--- config.mk ---
export PLATFORM = sky130hd
export DESIGN_NAME = uart_frame_rx_flat
export DESIGN_NICKNAME = d
export VERILOG_FILES = /design/src/rtl/uart_frame_rx_if.sv /design/src/rtl/uart_frame_rx.sv /design/src/flat_wrapper.sv
export SDC_FILE = /design/constraint.sdc
export NUM_CORES = 1
export LEC_CHECK = 0
export CAP_MARGIN = 20
export CORE_MARGIN = 10
export CORE_UTILIZATION = 50
export DETAILED_ROUTE_END_ITERATION = 6
export GPL_TIMING_DRIVEN = 0
export PLACE_DENSITY_LB_ADDON = 0.1
export SLEW_MARGIN = 10
export SYNTH_ARGS = -nofsm -noshare
export SYNTH_HDL_FRONTEND = slang
export SYNTH_SLANG_ARGS = --single-unit
--- constraint.sdc ---
create_clock -name clk -period 3.41 [get_ports clk]
set_input_delay 0.341 -clock clk [delete_from_list [all_inputs] [get_ports clk]]
set_output_delay 0.341 -clock clk [all_outputs]
set_load 0.05 [all_outputs]
--- src/rtl/uart_frame_rx_if.sv ---
// uart_frame_rx_if -- byte stream, response and frame-buffer signals
// of the framed UART receiver; master is the environment side.
interface uart_frame_rx_if;
  logic       rx_valid;
  logic [7:0] rx_byte;
  logic       rx_error;
  logic       tx_busy;
  logic       tx_start;
  logic [7:0] tx_byte;
  logic       frame_valid;
  logic [7:0] frame_len;
  logic [7:0] rd_addr;
  logic [7:0] rd_data;
  logic       frame_ack;
  logic       overrun;

  modport master (
    output rx_valid, rx_byte, rx_error, tx_busy,
    output rd_addr, frame_ack,
    input  tx_start, tx_byte, frame_valid,
    input  frame_len, rd_data, overrun
  );

  modport slave (
    input  rx_valid, rx_byte, rx_error, tx_busy,
    input  rd_addr, frame_ack,
    output tx_start, tx_byte, frame_valid,
    output frame_len, rd_data, overrun
  );
endinterface

--- src/rtl/uart_frame_rx.sv ---
// uart_frame_rx -- SOF/LEN/payload/XOR-checksum frame receiver with hold buffer.
// Define UART_FRAME_RESP_EN to send ACK/NAK bytes back over the UART.
module uart_frame_rx #(
  parameter int unsigned MAX_LEN     = 16,
  parameter logic [7:0]  SOF_BYTE    = 8'hA5,
  parameter int unsigned TIMEOUT_CYC = 24000
) (
  input logic            clk,
  input logic            rst_n,
  uart_frame_rx_if.slave bus
);

  localparam int AW = (MAX_LEN > 1) ? $clog2(MAX_LEN) : 1;
  localparam int TW = $clog2(TIMEOUT_CYC + 1);
  localparam logic [8:0] MAXL = 9'(MAX_LEN);
  localparam logic [TW-1:0] TMO_LAST = TW'(TIMEOUT_CYC - 1);

  typedef enum logic [2:0] {
    IDLE,
    LEN,
    DATA,
    CSUM,
    RESP,
    HOLD
  } state_t;

  state_t        state;
  state_t        state_d;
  logic [7:0]    len_q;
  logic [7:0]    idx_q;
  logic [7:0]    csum_q;
  logic [TW-1:0] tmo_q;
  logic          overrun_q;
  logic [7:0]    mem [MAX_LEN];

  logic byte_ok;
  logic is_sof;
  logic len_bad;
  logic last;
  logic csum_ok;
  logic tmo_hit;
  logic in_frame;

  assign byte_ok  = bus.rx_valid & ~bus.rx_error;
  assign is_sof   = (bus.rx_byte == SOF_BYTE);
  assign len_bad  = (bus.rx_byte == 8'd0) ||
                    ({1'b0, bus.rx_byte} > MAXL);
  assign last     = (idx_q == len_q - 8'd1);
  assign csum_ok  = (bus.rx_byte == csum_q);
  assign tmo_hit  = ~bus.rx_valid && (tmo_q == TMO_LAST);
  assign in_frame = (state == LEN) || (state == DATA) ||
                    (state == CSUM);

`ifdef UART_FRAME_RESP_EN
  localparam logic [7:0] ACK = 8'h06;
  localparam logic [7:0] NAK = 8'h15;

  logic [7:0] resp_q;

  // Latch the reply code when a bad LEN or the checksum byte arrives.
  always_ff @(posedge clk or negedge rst_n) begin
    if (!rst_n) begin
      resp_q <= 8'h00;
    end else if (state == LEN && byte_ok && len_bad) begin
      resp_q <= NAK;
    end else if (state == CSUM && byte_ok) begin
      resp_q <= csum_ok ? ACK : NAK;
    end
  end

  assign bus.tx_start = (state == RESP);
  assign bus.tx_byte  = (state == RESP) ? resp_q : 8'h00;
`else
  logic unused_busy;
  assign unused_busy  = bus.tx_busy;
  assign bus.tx_start = 1'b0;
  assign bus.tx_byte  = 8'h00;
`endif

  // State register.
  always_ff @(posedge clk or negedge rst_n) begin
    if (!rst_n) begin
      state <= IDLE;
    end else begin
      state <= state_d;
    end
  end

  // Next-state decode; rx_error wins over rx_valid inside a frame.
  always_comb begin
    state_d = state;
    unique case (state)
      IDLE: begin
        if (byte_ok && is_sof) state_d = LEN;
      end
      LEN: begin
        if (bus.rx_error || tmo_hit) begin
          state_d = IDLE;
        end else if (bus.rx_valid) begin
`ifdef UART_FRAME_RESP_EN
          state_d = len_bad ? RESP : DATA;
`else
          state_d = len_bad ? IDLE : DATA;
`endif
        end
      end
      DATA: begin
        if (bus.rx_error || tmo_hit) begin
          state_d = IDLE;
        end else if (bus.rx_valid && last) begin
          state_d = CSUM;
        end
      end
      CSUM: begin
        if (bus.rx_error || tmo_hit) begin
          state_d = IDLE;
        end else if (bus.rx_valid) begin
`ifdef UART_FRAME_RESP_EN
          state_d = RESP;
`else
          state_d = csum_ok ? HOLD : IDLE;
`endif
        end
      end
      RESP: begin
`ifdef UART_FRAME_RESP_EN
        if (bus.tx_busy) begin
          state_d = (resp_q == ACK) ? HOLD : IDLE;
        end
`else
        state_d = IDLE;
`endif
      end
      HOLD: begin
        if (bus.frame_ack) begin
          state_d = (byte_ok && is_sof) ? LEN : IDLE;
        end
      end
      default: state_d = IDLE;
    endcase
  end

  // Length, index, checksum, idle timer and overrun pulse.
  always_ff @(posedge clk or negedge rst_n) begin
    if (!rst_n) begin
      len_q     <= 8'd0;
      idx_q     <= 8'd0;
      csum_q    <= 8'd0;
      tmo_q     <= '0;
      overrun_q <= 1'b0;
    end else begin
      overrun_q <= bus.rx_valid &&
                   ((state == RESP) ||
                    (state == HOLD && !bus.frame_ack));
      if (in_frame && !bus.rx_valid) begin
        tmo_q <= tmo_q + 1'b1;
      end else begin
        tmo_q <= '0;
      end
      unique case (state)
        LEN: begin
          if (byte_ok && !len_bad) begin
            len_q  <= bus.rx_byte;
            csum_q <= bus.rx_byte;
            idx_q  <= 8'd0;
          end
        end
        DATA: begin
          if (byte_ok) begin
            idx_q  <= idx_q + 8'd1;
            csum_q <= csum_q ^ bus.rx_byte;
          end
        end
        default: begin
        end
      endcase
    end
  end

  // Payload buffer; only written while collecting DATA bytes.
  always_ff @(posedge clk) begin
    if (state == DATA && byte_ok) begin
      mem[idx_q[AW-1:0]] <= bus.rx_byte;
    end
  end

  assign bus.rd_data = ({1'b0, bus.rd_addr} < MAXL) ?
                       mem[bus.rd_addr[AW-1:0]] : 8'h00;
  assign bus.frame_valid = (state == HOLD);
  assign bus.frame_len   = (state == HOLD) ? len_q : 8'h00;
  assign bus.overrun     = overrun_q;

endmodule

--- src/flat_wrapper.sv ---
// flat-port wrapper written by rule: the top's interface ports become plain ports
module uart_frame_rx_flat 
#(
  parameter int unsigned MAX_LEN     = 16,
  parameter logic [7:0]  SOF_BYTE    = 8'hA5,
  parameter int unsigned TIMEOUT_CYC = 24000
)
  (clk, rst_n, bus_rx_valid, bus_rx_byte, bus_rx_error, bus_tx_busy, bus_rd_addr, bus_frame_ack, bus_tx_start, bus_tx_byte, bus_frame_valid, bus_frame_len, bus_rd_data, bus_overrun);
  uart_frame_rx_if bus_i ();
  input logic clk;
  input logic rst_n;
  input wire logic [$bits(bus_i.rx_valid)-1:0] bus_rx_valid;
  input wire logic [$bits(bus_i.rx_byte)-1:0] bus_rx_byte;
  input wire logic [$bits(bus_i.rx_error)-1:0] bus_rx_error;
  input wire logic [$bits(bus_i.tx_busy)-1:0] bus_tx_busy;
  input wire logic [$bits(bus_i.rd_addr)-1:0] bus_rd_addr;
  input wire logic [$bits(bus_i.frame_ack)-1:0] bus_frame_ack;
  output wire logic [$bits(bus_i.tx_start)-1:0] bus_tx_start;
  output wire logic [$bits(bus_i.tx_byte)-1:0] bus_tx_byte;
  output wire logic [$bits(bus_i.frame_valid)-1:0] bus_frame_valid;
  output wire logic [$bits(bus_i.frame_len)-1:0] bus_frame_len;
  output wire logic [$bits(bus_i.rd_data)-1:0] bus_rd_data;
  output wire logic [$bits(bus_i.overrun)-1:0] bus_overrun;
  assign bus_i.rx_valid = bus_rx_valid;
  assign bus_i.rx_byte = bus_rx_byte;
  assign bus_i.rx_error = bus_rx_error;
  assign bus_i.tx_busy = bus_tx_busy;
  assign bus_i.rd_addr = bus_rd_addr;
  assign bus_i.frame_ack = bus_frame_ack;
  assign bus_tx_start = bus_i.tx_start;
  assign bus_tx_byte = bus_i.tx_byte;
  assign bus_frame_valid = bus_i.frame_valid;
  assign bus_frame_len = bus_i.frame_len;
  assign bus_rd_data = bus_i.rd_data;
  assign bus_overrun = bus_i.overrun;
  uart_frame_rx #(.MAX_LEN(MAX_LEN), .SOF_BYTE(SOF_BYTE), .TIMEOUT_CYC(TIMEOUT_CYC)) u_core (.clk(clk), .rst_n(rst_n), .bus(bus_i));
endmodule
==> metrics.csv, run 1 <==
stage,metric,value,unit
place,Post-Place Cells,717,
critical_path,Buf/Inv on CP,3,
critical_path,reg-to-reg endpoint,u_core.mem[1][3],
global_routing,first-pass GRT wire length,24200,um
global_routing,total gr overflow,0,
layout,net count reported at finish,581,
run_status,outcome,completed,
critical_path,Worst path depth,6,
yosys,synthesized instance count,485,
global_routing,largest net degree at the start of global routing,36,
place,dpl cell area,0.00809,sq mm
die,die height,142,um
place,DP HPWL,10700,um
yosys,"EDFF count, synth",128,
job,Max-Cap Viols,0,
yosys,register area share after synthesis,0.661,
layout,filler instances,1143,
layout,share of layout cells above drive strength 1,0.163,
timing,RSZ-0062 raised after global routing,false,
clock_tree,total CTS buffers,17,
layout,Final Non-Filler Cells,750,
yosys,Synth Warn #,0,
routing,Vias,4188,
critical_path,r2r worst-path depth,6,
yosys,"Primary FF master, synth",edfxtp_1,
die,IO Count,49,
yosys,Yosys cell types,49,
critical_path,largest fanout on the critical path,10,
layout,"commonest non-fill, non-tap cell in the layout",edfxtp_1,
layout,Syn-to-layout area delta,17.1,%
critical_path,"Cell Chain, Critical Path",clkdlybuf4s50_1 -> buf_2 -> mux4_2 -> mux4_2 -> nor2b_1 -> dlygate4sd2_1,
timing,Setup Viol. Count Final,0,
pwr,Power Density,505,mW/mm^2
die,die area,0.0202,sq mm
critical_path,Worst setup EP type,primary output,
critical_path,Worst R2R Start,u_core.state[0],
yosys,Mapped Area,0.00744,sq mm
die,initial core utilization,0.512,
timing,Final Hold Slack,0.312,ns
layout,area of the multi-input gates,0.00236,sq mm
timing,Worst Tran Pin Value,0.934,ns
clock_tree,CTS root buf,clkbuf_16,
layout,FF/Latch Area,0.00492,sq mm
pwr,switching power,0.902,mW
die,Core Rows,44,
routing,initial drt markers,292,
yosys,post-synthesis register bit count,171,
critical_path,Critical-path top delay cell,clkdlybuf4s50_1,
routing,final WL,15400,um
die,CORE AREA,0.0145,sq mm
timing,Layout Skew,0.00835,ns
pwr,combinational power share,0.055,
clock_tree,# clock sinks,171,
layout,Ant. Diodes,0,
critical_path,Setup CP Type,in2out,
timing,fin crit period,3.12,ns
routing,Pre-Repair DR Iteration Count,4,
timing,Peak Freq,320,MHz
timing,Relative slew margins,0.375,
worst_hold_path,worst min path class,in2async,
pwr,VDD IR max,0.345,mV
die,Die X,142,um
pwr,P_leak,3.18,nW
global_routing,Total Routing Usage GR,0.158,
clock_tree,setup bufs post-CTS,0,
clock_tree,CTS tree,done,
pwr,Sw Ratio,0.205,
clock_tree,CTS max path bufs,2,
layout,"Core Util, Final",0.600,
yosys,Post-synth ARST share,0.251,
critical_path,critical path's most frequent cell,mux4_2,
critical_path,CP max stage delay,0.61,ns
place,Placer Congestion,0.764,
timing,fin crit share,0.916,
routing,Final ANT Viol Nets,0,
routing,vias per cell,5.58,
pwr,Int Pwr,3.50,mW
layout,Final Cell Area,0.00871,sq mm
timing,Hold Fails Final Rpt,0,
pwr,clock power share,0.432,
yosys,Syn Area/Cell,15.3,sq um
clock_tree,H-tree lvl count,4,
timing,Final Max Tran Viols,0,
global_routing,number of global-route vias before repair,4332,
critical_path,register-to-register setup slack,0.43,ns
critical_path,Worst setup SP type,input port,
routing,DRC,0,
routing,WL/cell,20.5,um
clock_tree,clk slew on worst S/H paths,0.06,ns
critical_path,required time worst endpoint,3.07,ns
timing,final setup TNS,0,ns
critical_path,critical path's top delay family,buffers and inverters,
place,Port Buffers,35,
clock_tree,clk_lat worst skew,0.41,ns
pwr,Sequential Power Share,0.513,
layout,most frequent cells in the layout,"edfxtp_1, dfrtp_1, mux4_2, nor2_1, nand2_1",
global_routing,initial antenna violation count,0,
critical_path,critical path arrival,2.78,ns
[routing by layer]
layer / GRT usage / share of wire
met1: 0.202 / 0.43
met2: 0.260 / 0.51
met3: 0.0404 / 0.047
met4: 0.0495 / 0.012
met5: 0 / 0
[power by group through the flow]
stage | sequential [mW] | combinational (mW) | clock [mW]
floorplan | 2.30 | 0.146 | 0
global placement | 2.30 | 0.238 | 0
detailed placement | 2.30 | 0.244 | 0
CTS | 2.26 | 0.246 | 1.94
global route | 2.26 | 0.264 | 2.03
finish | 2.26 | 0.242 | 1.90
[worst max path at each step]
stage | slack (ns) | from | to
6_report | 0.29 | bus_rd_addr[1] | bus_rd_data[4]
5_1_grt | 0.24 | bus_rd_addr[1] | bus_rd_data[4]
4_1_cts | 0.01 | bus_rd_addr[1] | bus_rd_data[7]
3_5_place_dp | -0.29 | bus_rd_addr[1] | bus_rd_data[4]
3_3_place_gp | -0.25 | bus_rd_addr[1] | bus_rd_data[4]
2_1_floorplan | 0.91 | u_core.state[0] | u_core.mem[0][0]
[flip-flops by register name, indices dropped and copies added (netlist names)]
signal              count
u_core.mem            128
u_core.tmo_q           15
u_core.csum_q           8
u_core.idx_q            8
u_core.len_q            8
u_core.state            3
u_core.bus.overrun      1
[kinds of logic after synthesis]
group / count (synthesis) / share of synthesized area
DFF: 171 / 0.661
other: 1 / 0.000504
buffers and inverters: 40 / 0.0254
xor gates and xnor gates: 35 / 0.0412
muxes: 41 / 0.123
AOI/OAI and AO/OA: 39 / 0.0328
adders and majority gates: 6 / 0.0101
and+or+nand+nor: 152 / 0.106
[metrics by stage]
stage / setup slack, ns / power (mW)
final: 0.287 / 4.40
after floorplan: 0.912 / 2.44
after global placement: -0.253 / 2.54
after global routing: 0.239 / 4.55
after CTS: 0.0150 / 4.45
after detailed placement: -0.292 / 2.54
[cell type report]
cell class | instances | area share
buffer | 32 | 0.0195
sequential | 171 | 0.565
clock buffer | 20 | 0.0501
clock inverter | 12 | 0.0171
inverter | 8 | 0.00345
tap | 184 | 0.0264
timing repair buffer | 41 | 0.0478
multi-input combinational | 282 | 0.271
[synth_stat cells (all sizes together) (3+ instances only)]
| master | n | share of area |
|---|---|---|
| edfxtp | 128 | 0.52 |
| dfrtp | 43 | 0.14 |
| mux4 | 40 | 0.12 |
| nor2 | 40 | 0.020 |
| nand2 | 34 | 0.017 |
| xnor2 | 20 | 0.024 |
| buf | 18 | 0.014 |
| xor2 | 15 | 0.018 |
| a21oi | 14 | 0.0094 |
| and2 | 14 | 0.012 |
| clkbuf | 14 | 0.0071 |
| nor3 | 10 | 0.0067 |
| nor2b | 9 | 0.0076 |
| o21ai | 9 | 0.0061 |
| inv | 8 | 0.0040 |
| nand4 | 8 | 0.0067 |
| nor4 | 7 | 0.0059 |
| ha | 6 | 0.010 |
| a311oi | 5 | 0.0059 |
| nand2b | 4 | 0.0034 |
| nand3 | 4 | 0.0027 |
| or3 | 4 | 0.0034 |
| and3 | 3 | 0.0025 |
[worst reg2reg max path, stage by stage, from the launching register on]
cell	delay [ns]
dfrtp_1	0.44
or3b_1	0.51
nor3b_4	0.43
buf_2	0.31
nand2_1	0.15
nor3_1	0.53
buf_2	0.31
[repair_timing]
item	in CTS	in global routing
endpoints found under the setup margin	8	7
endpoints found under the hold margin	8	0
hold buffers	1	0
resized for setup	4	10
Note: power is estimated with default switching activity, not from simulation.
==> run 2, diff against run 1 <==
- CAP_MARGIN: 20 -> default
- PLACE_DENSITY_LB_ADDON: 0.1 -> 0.3
==> run 2 against run 1 <==
Against the previous run: utilization hardly changed; routed wire length is 0.19% lower; clock skew is 0.0029 ns lower; die area stayed put; critical path type unchanged; critical endpoint is now bus_rd_data[7].
==> metrics.csv, run 2 (synthesized netlist as in run 1, its figures left out) <==
stage,metric,value,unit
die,Die X,142,um
clock_tree,# clock sinks,171,
clock_tree,H-tree lvl count,4,
die,die height,142,um
critical_path,Worst setup EP type,primary output,
timing,Final Max Tran Viols,0,
die,die area,0.0202,sq mm
layout,share of layout cells above drive strength 1,0.169,
layout,Syn-to-layout area delta,17.1,%
place,Placer Congestion,0.822,
timing,RSZ-0062 raised after global routing,false,
global_routing,GRT busiest layer,met2,
routing,Vias,4250,
timing,fin crit period,3.31,ns
global_routing,grt met2 use,0.259,
critical_path,largest fanout on the critical path,10,
timing,final setup TNS,0,ns
routing,Pre-Repair DR Iteration Count,4,
global_routing,largest net degree at the start of global routing,23,
run_status,outcome,completed,
routing,DRC,0,
layout,Final Non-Filler Cells,746,
layout,max reg flops,128,
routing,vias per cell,5.70,
clock_tree,clk_lat worst skew,0.43,ns
place,Port Buffers,35,
global_routing,first-pass GRT wire length,24800,um
clock_tree,total CTS buffers,17,
global_routing,Total Routing Usage GR,0.159,
global_routing,total gr overflow,0,
layout,filler instances,1119,
global_routing,initial antenna violation count,0,
critical_path,Setup CP Type,in2out,
layout,net count reported at finish,577,
critical_path,required time worst endpoint,3.07,ns
critical_path,Worst setup SP type,input port,
timing,Relative slew margins,0.201,
timing,Layout Skew,0.00549,ns
timing,fin crit share,0.972,
job,Max-Cap Viols,0,
pwr,P_leak,3.13,nW
timing,Setup Viol. Count Final,0,
die,CORE AREA,0.0145,sq mm
place,Post-Place Cells,713,
clock_tree,CTS root buf,clkbuf_16,
routing,final WL,15400,um
timing,Hold Fails Final Rpt,0,
worst_hold_path,worst min path class,in2async,
pwr,Power Density,506,mW/mm^2
timing,Worst Tran Pin Value,1.19,ns
critical_path,critical path arrival,2.97,ns
layout,most frequent cells in the layout,"edfxtp_1, dfrtp_1, mux4_2, nor2_1, nand2_1",
global_routing,met1 usage,0.199,
timing,Peak Freq,302,MHz
global_routing,met3 usage,0.0424,
die,IO Count,49,
clock_tree,setup bufs post-CTS,0,
routing,Final ANT Viol Nets,0,
place,DP HPWL,10600,um
clock_tree,CTS max path bufs,2,
die,initial core utilization,0.512,
clock_tree,clk slew on worst S/H paths,0.06,ns
pwr,VDD IR max,0.414,mV
layout,"commonest non-fill, non-tap cell in the layout",edfxtp_1,
routing,WL/cell,20.6,um
die,Core Rows,44,
global_routing,number of global-route vias before repair,4565,
layout,Ant. Diodes,0,
routing,initial drt markers,286,
clock_tree,CTS tree,done,
[run 2: path summary, 6_finish.rpt]
kind	slack, ns	end	startpoint	cells past startpoint
worst min-delay path	0.44	u_core.tmo_q[8]	rst_n	2
worst min register to register	0.49	u_core.tmo_q[0]	u_core.tmo_q[0]	1
worst max register to register	0.29	u_core.mem[2][6]	u_core.state[0]	5
worst max-delay path	0.1	bus_rd_data[7]	bus_rd_addr[1]	6
max in group asynchronous	2.47	u_core.idx_q[1]	rst_n	3
min in group clk	0.49	u_core.tmo_q[0]	u_core.tmo_q[0]	1
[run 2: per-layer routing]
metal / vias up / routed length [um]
met5: - / 0
met4: 0 / 339
met3: 21 / 800
met2: 107 / 7740
met1: 2170 / 6480
li1: 1952 / -
[run 2: cell type report]
cell class | instances | area (sq um) | area share
Buffer | 32 | 165 | 0.0190
Inverter | 8 | 30.0 | 0.00345
Multi-Input combinational cell | 282 | 2380 | 0.273
Timing Repair Buffer | 37 | 395 | 0.0454
Clock buffer | 18 | 429 | 0.0493
Clock inverter | 14 | 164 | 0.0188
Sequential cell | 171 | 4920 | 0.565
Tap cell | 184 | 230 | 0.0264
[run 2: report_power, final]
group | switching (mW) | total (mW) | internal (mW)
registers | 0.00792 | 2.25 | 2.25
logic | 0.139 | 0.242 | 0.103
clock network | 0.819 | 1.91 | 1.09
[run 2: worst max-delay path, cell delays in order]
cell,delay (ns)
clkdlybuf4s50_1,0.59
buf_2,0.33
mux4_2,0.37
mux4_2,0.49
nor2b_1,0.14
clkdlybuf4s50_1,0.71
[run 2: what timing repair did]
| action | CTS | global route |
|---|---|---|
| hold endpoints to repair | 21 | 0 |
| hold buffers | 1 | 0 |
| resized for setup | 3 | 6 |
| cloned | 0 | 0 |
| setup endpoints to repair | 8 | 5 |
[run 2: metrics by stage]
step                setup slack [ns]  total power [mW]  hold slack [ns]  instance area, sq um   util
CTS                           0.0355              4.44            0.442                  8680  0.597
finish                        0.0963              4.41            0.441                  8710  0.599
detailed placement            -0.246              2.54            0.365                  8070  0.555
global placement              -0.244              2.53            0.480                  8050  0.554
floorplan                      0.912              2.44           0.0454                  7470      -
global route                 0.00761              4.55            0.462                  8710  0.599
==> run 3, diff against run 2 <==
- CTS_BUF_LIST: default -> sky130_fd_sc_hd__clkbuf_8
==> run 3 against run 2 <==
Against the previous run: clock power fell by 26%; maximum frequency up 0.30%; setup slack improved by 0.0099 ns; critical endpoint is now bus_rd_data[1]; largest cell class unchanged.
==> metrics.csv, run 3 (synthesized netlist as in run 1, its figures left out) <==
stage,metric,value,unit
pwr,P_leak,3.03,nW
layout,"commonest non-fill, non-tap cell in the layout",edfxtp_1,
timing,final setup TNS,0,ns
global_routing,Total Routing Usage GR,0.155,
critical_path,critical path arrival,2.96,ns
timing,Final Max Tran Viols,0,
layout,net count reported at finish,577,
layout,Ant. Diodes,0,
critical_path,required time worst endpoint,3.07,ns
place,Post-Place Cells,713,
routing,Final ANT Viol Nets,0,
critical_path,largest fanout on the critical path,10,
layout,"Core Util, Final",0.586,
global_routing,largest net degree at the start of global routing,23,
run_status,outcome,completed,
clock_tree,# clock sinks,171,
clock_tree,CTS root buf,clkbuf_8,
timing,Worst Tran Pin Value,1.20,ns
clock_tree,H-tree lvl count,4,
timing,Setup Viol. Count Final,0,
die,initial core utilization,0.512,
clock_tree,CTS max path bufs,2,
clock_tree,clk slew on worst S/H paths,0.09,ns
die,Die X,142,um
layout,area of the multi-input gates,0.00238,sq mm
routing,Vias,4194,
routing,vias per cell,5.62,
timing,fin crit share,0.969,
layout,Syn-to-layout area delta,14.5,%
place,DP HPWL,10600,um
die,CORE AREA,0.0145,sq mm
timing,Final Hold Slack,0.391,ns
job,Max-Cap Viols,0,
clock_tree,total CTS buffers,17,
timing,Relative slew margins,0.194,
global_routing,total gr overflow,0,
clock_tree,setup bufs post-CTS,0,
global_routing,first-pass GRT wire length,24300,um
critical_path,Worst R2R Start,u_core.state[0],
layout,filler instances,1161,
timing,Hold Fails Final Rpt,0,
critical_path,crit path from,bus_rd_addr[1],
die,die height,142,um
global_routing,initial antenna violation count,0,
routing,Pre-Repair DR Iteration Count,5,
layout,share of layout cells above drive strength 1,0.169,
layout,Final Cell Area,0.00852,sq mm
routing,final WL,15000,um
critical_path,Worst setup EP type,primary output,
die,die area,0.0202,sq mm
clock_tree,CTS tree,done,
pwr,VDD IR max,0.340,mV
die,Core Rows,44,
routing,initial drt markers,293,
layout,FF/Latch Area,0.00492,sq mm
critical_path,Setup CP Type,in2out,
global_routing,number of global-route vias before repair,4512,
layout,most frequent cells in the layout,"edfxtp_1, dfrtp_1, mux4_2, nor2_1, nand2_1",
layout,max reg flops,128,
routing,DRC,0,
place,Port Buffers,35,
timing,Peak Freq,303,MHz
worst_hold_path,worst min path class,in2async,
place,dpl cell area,0.00807,sq mm
layout,Final Non-Filler Cells,746,
clock_tree,clk_lat worst skew,0.47,ns
timing,Layout Skew,0.0146,ns
place,Placer Congestion,0.822,
timing,RSZ-0062 raised after global routing,false,
critical_path,register-to-register setup slack,0.28,ns
critical_path,Worst setup SP type,input port,
timing,fin crit period,3.30,ns
die,IO Count,49,
routing,WL/cell,20.0,um
pwr,Power Density,459,mW/mm^2
run 3: area by class of cell:
type                            count  area share
Inverter                            8     0.00353
Timing Repair Buffer               37      0.0461
Clock buffer                       17      0.0275
Tap cell                          184      0.0270
Multi-Input combinational cell    282       0.279
Sequential cell                   171       0.578
Clock inverter                     15      0.0197
Buffer                             32      0.0197
run 3: routing by layer:
| metal | up-vias | track usage | wire (um) | share of wire |
|---|---|---|---|---|
| li1 | 1950 | - | - | - |
| met1 | 2133 | 0.194 | 6360 | 0.42 |
| met2 | 96 | 0.251 | 7610 | 0.51 |
| met3 | 15 | 0.0467 | 718 | 0.048 |
| met4 | 0 | 0.0549 | 270 | 0.018 |
| met5 | - | 0 | 0 | 0 |
run 3: metrics by stage:
stage / power (mW) / setup slack, ns
6_report: 3.91 / 0.106
3_3_place_gp: 2.53 / -0.244
3_5_place_dp: 2.54 / -0.246
5_1_grt: 4.05 / 0.00515
4_1_cts: 3.94 / 0.0297
2_1_floorplan: 2.44 / 0.912
run 3: worst max-delay path: stages:
cell	delay, ns
clkdlybuf4s50_1	0.58
buf_2	0.32
mux4_2	0.39
mux4_2	0.47
nor2b_1	0.14
clkdlybuf4s50_1	0.71
run 3: report_power, final:
part           total [mW]  switching (mW)  internal, mW
Clock                1.42           0.756         0.663
Combinational       0.241           0.137         0.103
Sequential           2.25         0.00794          2.24
Total                3.91           0.902          3.01
run 3: worst paths after layout:
check | to | depth (start not counted)
worst min register to register | u_core.tmo_q[0] | 1
worst max-delay path | bus_rd_data[1] | 6
worst max register to register | u_core.mem[2][6] | 5
max in group asynchronous | u_core.csum_q[5] | 3
worst min-delay path | u_core.tmo_q[8] | 2
min in group clk | u_core.tmo_q[0] | 1
run 3: what timing repair did:
| action | 4_1_cts | 5_1_grt |
|---|---|---|
| gates resized for setup | 3 | 6 |
| setup endpoints to repair | 8 | 4 |
| hold endpoints to repair | 21 | 0 |
| hold buffers | 1 | 0 |
| cloned | 0 | 0 |
